File: config.mk
export PLATFORM = sky130hd
export DESIGN_NAME = ctrl_pipe_flush_flat
export DESIGN_NICKNAME = d
export VERILOG_FILES = /design/src/rtl/ctrl_pipe_flush_if.sv /design/src/rtl/ctrl_pipe_flush.sv /design/src/flat_wrapper.sv
export SDC_FILE = /design/constraint.sdc
export NUM_CORES = 1
export LEC_CHECK = 0
export BUFFER_PORTS_ARGS = -buffer_cell sky130_fd_sc_hd__buf_2
export CAP_MARGIN = 15
export CELL_PAD_IN_SITES_DETAIL_PLACEMENT = 0
export CELL_PAD_IN_SITES_GLOBAL_PLACEMENT = 2
export CORE_MARGIN = 2
export CORE_UTILIZATION = 25
export CTS_BUF_LIST = sky130_fd_sc_hd__clkbuf_8
export CTS_CLUSTER_SIZE = 28
export DETAILED_ROUTE_END_ITERATION = 10
export PLACE_DENSITY_LB_ADDON = 0.05
export REMOVE_ABC_BUFFERS = 1
export SLEW_MARGIN = 20
export SYNTH_ARGS = -nofsm -noshare
export SYNTH_HDL_FRONTEND = slang
export SYNTH_SLANG_ARGS = --single-unit
File: constraint.sdc
create_clock -name clk -period 1 [get_ports clk]
set_clock_uncertainty 0.1 [all_clocks]
set_input_delay 0.15 -clock clk [delete_from_list [all_inputs] [get_ports clk]]
set_output_delay 0.15 -clock clk [all_outputs]
set_load 0.03 [all_outputs]
File: src/rtl/ctrl_pipe_flush_if.sv
// Bundle of the control-pipeline signals between the issuing stage and ctrl_pipe_flush.
// The squash_cnt/stall_cnt observation ports exist only when CTRL_PIPE_STATS_EN is defined.
interface ctrl_pipe_flush_if #(
   parameter int WIDTH = 8,
   parameter int DEPTH = 2
);
   logic [WIDTH-1:0] in_ctrl;
   logic             in_valid;
   logic             stall;
   logic [DEPTH-1:0] flush;
   logic [WIDTH-1:0] out_ctrl;
   logic             out_valid;
   logic [DEPTH-1:0] stage_valid;
`ifdef CTRL_PIPE_STATS_EN
   logic [15:0]      squash_cnt;
   logic [15:0]      stall_cnt;

   modport master (
      output in_ctrl, in_valid, stall, flush,
      input  out_ctrl, out_valid, stage_valid, squash_cnt, stall_cnt
   );
   modport slave (
      input  in_ctrl, in_valid, stall, flush,
      output out_ctrl, out_valid, stage_valid, squash_cnt, stall_cnt
   );
`else
   modport master (
      output in_ctrl, in_valid, stall, flush,
      input  out_ctrl, out_valid, stage_valid
   );
   modport slave (
      input  in_ctrl, in_valid, stall, flush,
      output out_ctrl, out_valid, stage_valid
   );
`endif
endinterface

File: src/rtl/ctrl_pipe_flush.sv
// DEPTH-stage decode-control pipeline with per-stage flush (bubble insert) and global stall.
// Define CTRL_PIPE_STATS_EN to add saturating squash/stall event counters.
module ctrl_pipe_flush #(
   parameter int               WIDTH      = 8,
   parameter int               DEPTH      = 2,
   parameter logic [WIDTH-1:0] BUBBLE_VAL = '0
) (
   input logic              clk,
   input logic              rst,
   ctrl_pipe_flush_if.slave bus
);

   logic [WIDTH-1:0] ctrl_p [DEPTH];
   logic [DEPTH-1:0] vld_p;
   logic [WIDTH-1:0] src_ctrl [DEPTH];
   logic [DEPTH-1:0] src_vld;

   // An invalid input is normalised to a bubble so valid=0 always pairs with BUBBLE_VAL
   always_comb begin
      src_ctrl[0] = bus.in_valid ? bus.in_ctrl : BUBBLE_VAL;
      src_vld[0]  = bus.in_valid;
      for (int k = 1; k < DEPTH; k++) begin
         src_ctrl[k] = ctrl_p[k-1];
         src_vld[k]  = vld_p[k-1];
      end
   end

   // Stage registers: flush beats stall, stall beats shift
   always_ff @(posedge clk or posedge rst) begin
      if (rst) begin
         for (int k = 0; k < DEPTH; k++) ctrl_p[k] <= BUBBLE_VAL;
         vld_p <= '0;
      end else begin
         for (int k = 0; k < DEPTH; k++) begin
            if (bus.flush[k]) begin
               ctrl_p[k] <= BUBBLE_VAL;
               vld_p[k]  <= 1'b0;
            end else if (!bus.stall) begin
               ctrl_p[k] <= src_ctrl[k];
               vld_p[k]  <= src_vld[k];
            end
         end
      end
   end

   assign bus.out_ctrl    = ctrl_p[DEPTH-1];
   assign bus.out_valid   = vld_p[DEPTH-1];
   assign bus.stage_valid = vld_p;

`ifdef CTRL_PIPE_STATS_EN
   logic [15:0] squash_q;
   logic [15:0] stall_q;
   logic [15:0] squash_inc;

   function automatic logic [15:0] sat_add16(input logic [15:0] a, input logic [15:0] b);
      logic [16:0] sum;
      sum = {1'b0, a} + {1'b0, b};
      return sum[16] ? 16'hFFFF : sum[15:0];
   endfunction

   // Only live instructions count as squashed; flushing a bubble is free
   always_comb begin
      squash_inc = '0;
      for (int k = 0; k < DEPTH; k++)
         squash_inc = squash_inc + 16'(bus.flush[k] & vld_p[k]);
   end

   always_ff @(posedge clk or posedge rst) begin
      if (rst) begin
         squash_q <= '0;
         stall_q  <= '0;
      end else begin
         squash_q <= sat_add16(squash_q, squash_inc);
         stall_q  <= sat_add16(stall_q, 16'(bus.stall));
      end
   end

   assign bus.squash_cnt = squash_q;
   assign bus.stall_cnt  = stall_q;
`endif

endmodule
File: src/flat_wrapper.sv
// flat-port wrapper written by rule: the top's interface ports become plain ports
module ctrl_pipe_flush_flat 
#(
   parameter int               WIDTH      = 8,
   parameter int               DEPTH      = 2,
   parameter logic [WIDTH-1:0] BUBBLE_VAL = '0
)
  (clk, rst, bus_in_ctrl, bus_in_valid, bus_stall, bus_flush, bus_out_ctrl, bus_out_valid, bus_stage_valid);
  ctrl_pipe_flush_if #(.WIDTH(WIDTH), .DEPTH(DEPTH)) bus_i ();
  input logic clk;
  input logic rst;
  input wire logic [$bits(bus_i.in_ctrl)-1:0] bus_in_ctrl;
  input wire logic [$bits(bus_i.in_valid)-1:0] bus_in_valid;
  input wire logic [$bits(bus_i.stall)-1:0] bus_stall;
  input wire logic [$bits(bus_i.flush)-1:0] bus_flush;
  output wire logic [$bits(bus_i.out_ctrl)-1:0] bus_out_ctrl;
  output wire logic [$bits(bus_i.out_valid)-1:0] bus_out_valid;
  output wire logic [$bits(bus_i.stage_valid)-1:0] bus_stage_valid;
  assign bus_i.in_ctrl = bus_in_ctrl;
  assign bus_i.in_valid = bus_in_valid;
  assign bus_i.stall = bus_stall;
  assign bus_i.flush = bus_flush;
  assign bus_out_ctrl = bus_i.out_ctrl;
  assign bus_out_valid = bus_i.out_valid;
  assign bus_stage_valid = bus_i.stage_valid;
  ctrl_pipe_flush #(.WIDTH(WIDTH), .DEPTH(DEPTH), .BUBBLE_VAL(BUBBLE_VAL)) u_core (.clk(clk), .rst(rst), .bus(bus_i));
endmodule
==> run summary <==
- **result of the run** finished, violations left
- **First DRT Iteration DRCs** 15
- **CP Launch Type** flop
- **top cells by area, synth** sky130_fd_sc_hd__dfrtp_1, sky130_fd_sc_hd__mux2i_1, sky130_fd_sc_hd__buf_4
- **crit-path max FO** 3
- **combined area of the multi-input logic cells** 296.5 sq um
- **asr flop ratio synth** 100.0%
- **synth warn** 0
- **leakage power total** 0.5864 nW
- **worst hold margin** 50.36 ps
- **Placed Cells incl. Taps** 138
- **maximum buffer depth of the clock tree** 2
- **GRT Residual Overflow** 0
- **overall routing resource usage** 11.00%
- **areal power density over the cells** 1352 nW/um^2
- **cell count along the critical path** 1
- **wire length of the first global-routing pass** 3305 um
- **synthesized area** 870.8 sq um
- **slew at the pin closest to its max-slew limit** 357.2 ps
- **full die area** 3972 sq um
- **Total Power Consumption** 1.581 mW
- **register share of total power** 48.2%
- **total count of max-transition violations in the final report** 0
- **ports placed on the boundary** 25
- **vertical extent of the die** 63.02 um
- **Worst Hold Depth** 3
- **cell with the most instances after synthesis** sky130_fd_sc_hd__dfrtp_1
- **signal arrival time at the worst endpoint** 810 ps
- **unrepaired setup endpoints after global routing** yes
- **Top delay family on crit path** flip-flops
- **switching share of power** 23.99%
- **average wire per cell in the routed design** 12.30 um
- **Seq/Total Area, Yosys** 51.72%
- **worst rel slew slack** 76.19%
- **maximum number of pins on one net before global-route repair** 19
- **H-tree depth reported by CTS** 1
- **worst-skew pair later-pin latency** 250 ps
- **ordered list of cells on the worst path** buf_6
- **total CTS buffers** 3
- **crit path time final** 1064 ps
- **antenna violations before repair** 0
- **number of enable flip-flop cells after synthesis** 0
- **DRC violation count after routing** 0
- **Crit Path Category** reg -> out
- **violated checks** setup timing
- **Filler cells** 371
- **required time of the critical path** 750 ps
- **master of the slowest instance on the critical path** sky130_fd_sc_hd__dfrtp_1
- **number of non-filler instances in the completed layout** 150
- **placement-stage worst setup slack** -25.15 ps
- **Clock Pin Slew Worst Setup and Hold Paths** 70 ps
- **Fin. Hold Viols** 0
- **maximum clock frequency** 940.1 MHz
- **buffer type at the clock tree root** sky130_fd_sc_hd__clkbuf_8
- **area grow syn2layout** 34.34%
- **Synth Area per Inst** 11.02 sq um
- **ranking of synthesized cells by instance count** sky130_fd_sc_hd__dfrtp_1, sky130_fd_sc_hd__nand2_1, sky130_fd_sc_hd__buf_4
- **worst IR drop on VDD** 0.0004884 V
- **combinational fraction of design power** 13.9%
- **Post-Syn Instances** 79
- **final critical-path share of the clock period** 106.4%
- **Pint** 1.202 mW
- **reported net switching power** 0.3794 mW
- **final setup violation count** 11
- **Clk network pwr share** 37.9%
- **antenna violation net count after detailed routing** 0
- **routed via count** 607
- **max-capacitance violation count** 0
- **placed wire-length estimate after detailed placement** 1268 um
- **Synth top area share** 51.72%
- **number of register bits inferred by synthesis** 18
- **synth unique cells** 12
- **Routability Congestion** 0.6436
- **vias in the first global route** 682
- **antenna diode count** 0
- **area leader, netlist** sky130_fd_sc_hd__dfrtp_1
- **width of the die** 63.02 um
- **hold crit path type** in -> reg
- **NumNets Final** 119
- **Critical Path Sink Type** primary output
- **final setup margin** -63.68 ps
- **most used flip-flop cell after synthesis** sky130_fd_sc_hd__dfrtp_1
- **Port Buffer Count** 24
- **sum of buffers and inverters on the critical path** 1
- **CTS tree** built
- **core footprint** 3337 sq um
- **average vias per placed instance** 4.047
- **Routed Wire Length** 1845 um
- **starting density of the core** 26.10%
- **Worst Reg2Reg Path Length in Cells** 3
- **clock sink total** 18
- **number of detailed-routing iterations run before antenna repair** 2
- **Total Negative Setup Slacks** -403.4 ps
- **CP max stage delay** 410 ps
- **storage element area** 450.4 sq um
- **Std-Cell Rows** 21
- **fraction of layout cells with a size suffix above 1** 43.27%
[power by group through the flow]
stage,logic [mW],clock network (mW),registers (mW)
after global placement,0.198,0,0.775
after CTS,0.224,0.632,0.763
after global routing,0.239,0.676,0.766
after floorplan,0.0631,0,0.796
final,0.219,0.599,0.763
after detailed placement,0.197,0,0.775
[cell type report]
class / instances / share of cell area, %
well taps: 46 / 4.920
clock buffers: 4 / 4.706
repair buffers: 36 / 26.20
flip-flops and latches: 18 / 38.50
multi-input cells: 45 / 25.35
inverters: 1 / 0.3209
[metal layers]
metal | wire (um) | global-route usage, % | vias to the layer above
li1 | - | - | 297
met5 | 0 | 0 | -
met3 | 90 | 2.883 | 2
met4 | 8 | 5.000 | 0
met2 | 882 | 16.62 | 15
met1 | 862 | 14.62 | 293
[logic make-up (layout without fill, tap and decap cells)]
family | after synthesis | count (layout) | share of synthesized area (%)
multiplexers | 10 | 10 | 11.49
AND/OR/NAND/NOR | 27 | 27 | 12.79
flip-flops | 18 | 18 | 51.72
buffers and inverters | 16 | 41 | 14.22
AO/OA/AOI/OAI | 8 | 8 | 9.770
[stage by stage]
| step | utilization (%) | cell area, sq um |
|---|---|---|
| 2_1_floorplan | - | 750.7 |
| 3_3_place_gp | 29.47 | 983.4 |
| 3_5_place_dp | 29.47 | 983.4 |
| 4_1_cts | 34.83 | 1162 |
| 5_1_grt | 35.06 | 1170 |
| 6_report | 35.06 | 1170 |
[cells in the final DEF (no fill, tap or decap), drive strengths merged]
cell type | netlist | final
or2 | 1 | 1
clkbuf | 0 | 4
dlygate4sd3 | 0 | 1
nor2 | 10 | 10
mux2i | 10 | 10
dfrtp | 18 | 18
a21oi | 2 | 2
nand3b | 2 | 2
o22ai | 6 | 6
inv | 1 | 1
nand2 | 14 | 14
buf | 15 | 35
[repair_timing]
action                                 CTS  global route
setup endpoints to repair               11            11
gates resized for setup                 22             0
endpoints found under the hold margin   18             0
buffers inserted                         6             1
hold buffers                             1             0
[worst paths after layout]
check	to	start	slack (ps)
max	bus_out_valid	u_core.bus.stage_valid[1]	-60
min reg2reg	u_core.bus.out_ctrl[6]	u_core.ctrl_p[14]	420
min	u_core.ctrl_p[13]	bus_in_ctrl[5]	50
max reg2reg	u_core.bus.stage_valid[1]	u_core.bus.stage_valid[0]	70
min in group asynchronous	u_core.bus.out_ctrl[0]	rst	360
max in group asynchronous	u_core.ctrl_p[12]	rst	240
[sequential cells by signal, summed over array words and instances (netlist names)]
register / count
u_core.bus.out_ctrl: 8
u_core.ctrl_p: 8
u_core.bus.stage_valid: 2
(Power assumes the default switching activity.)
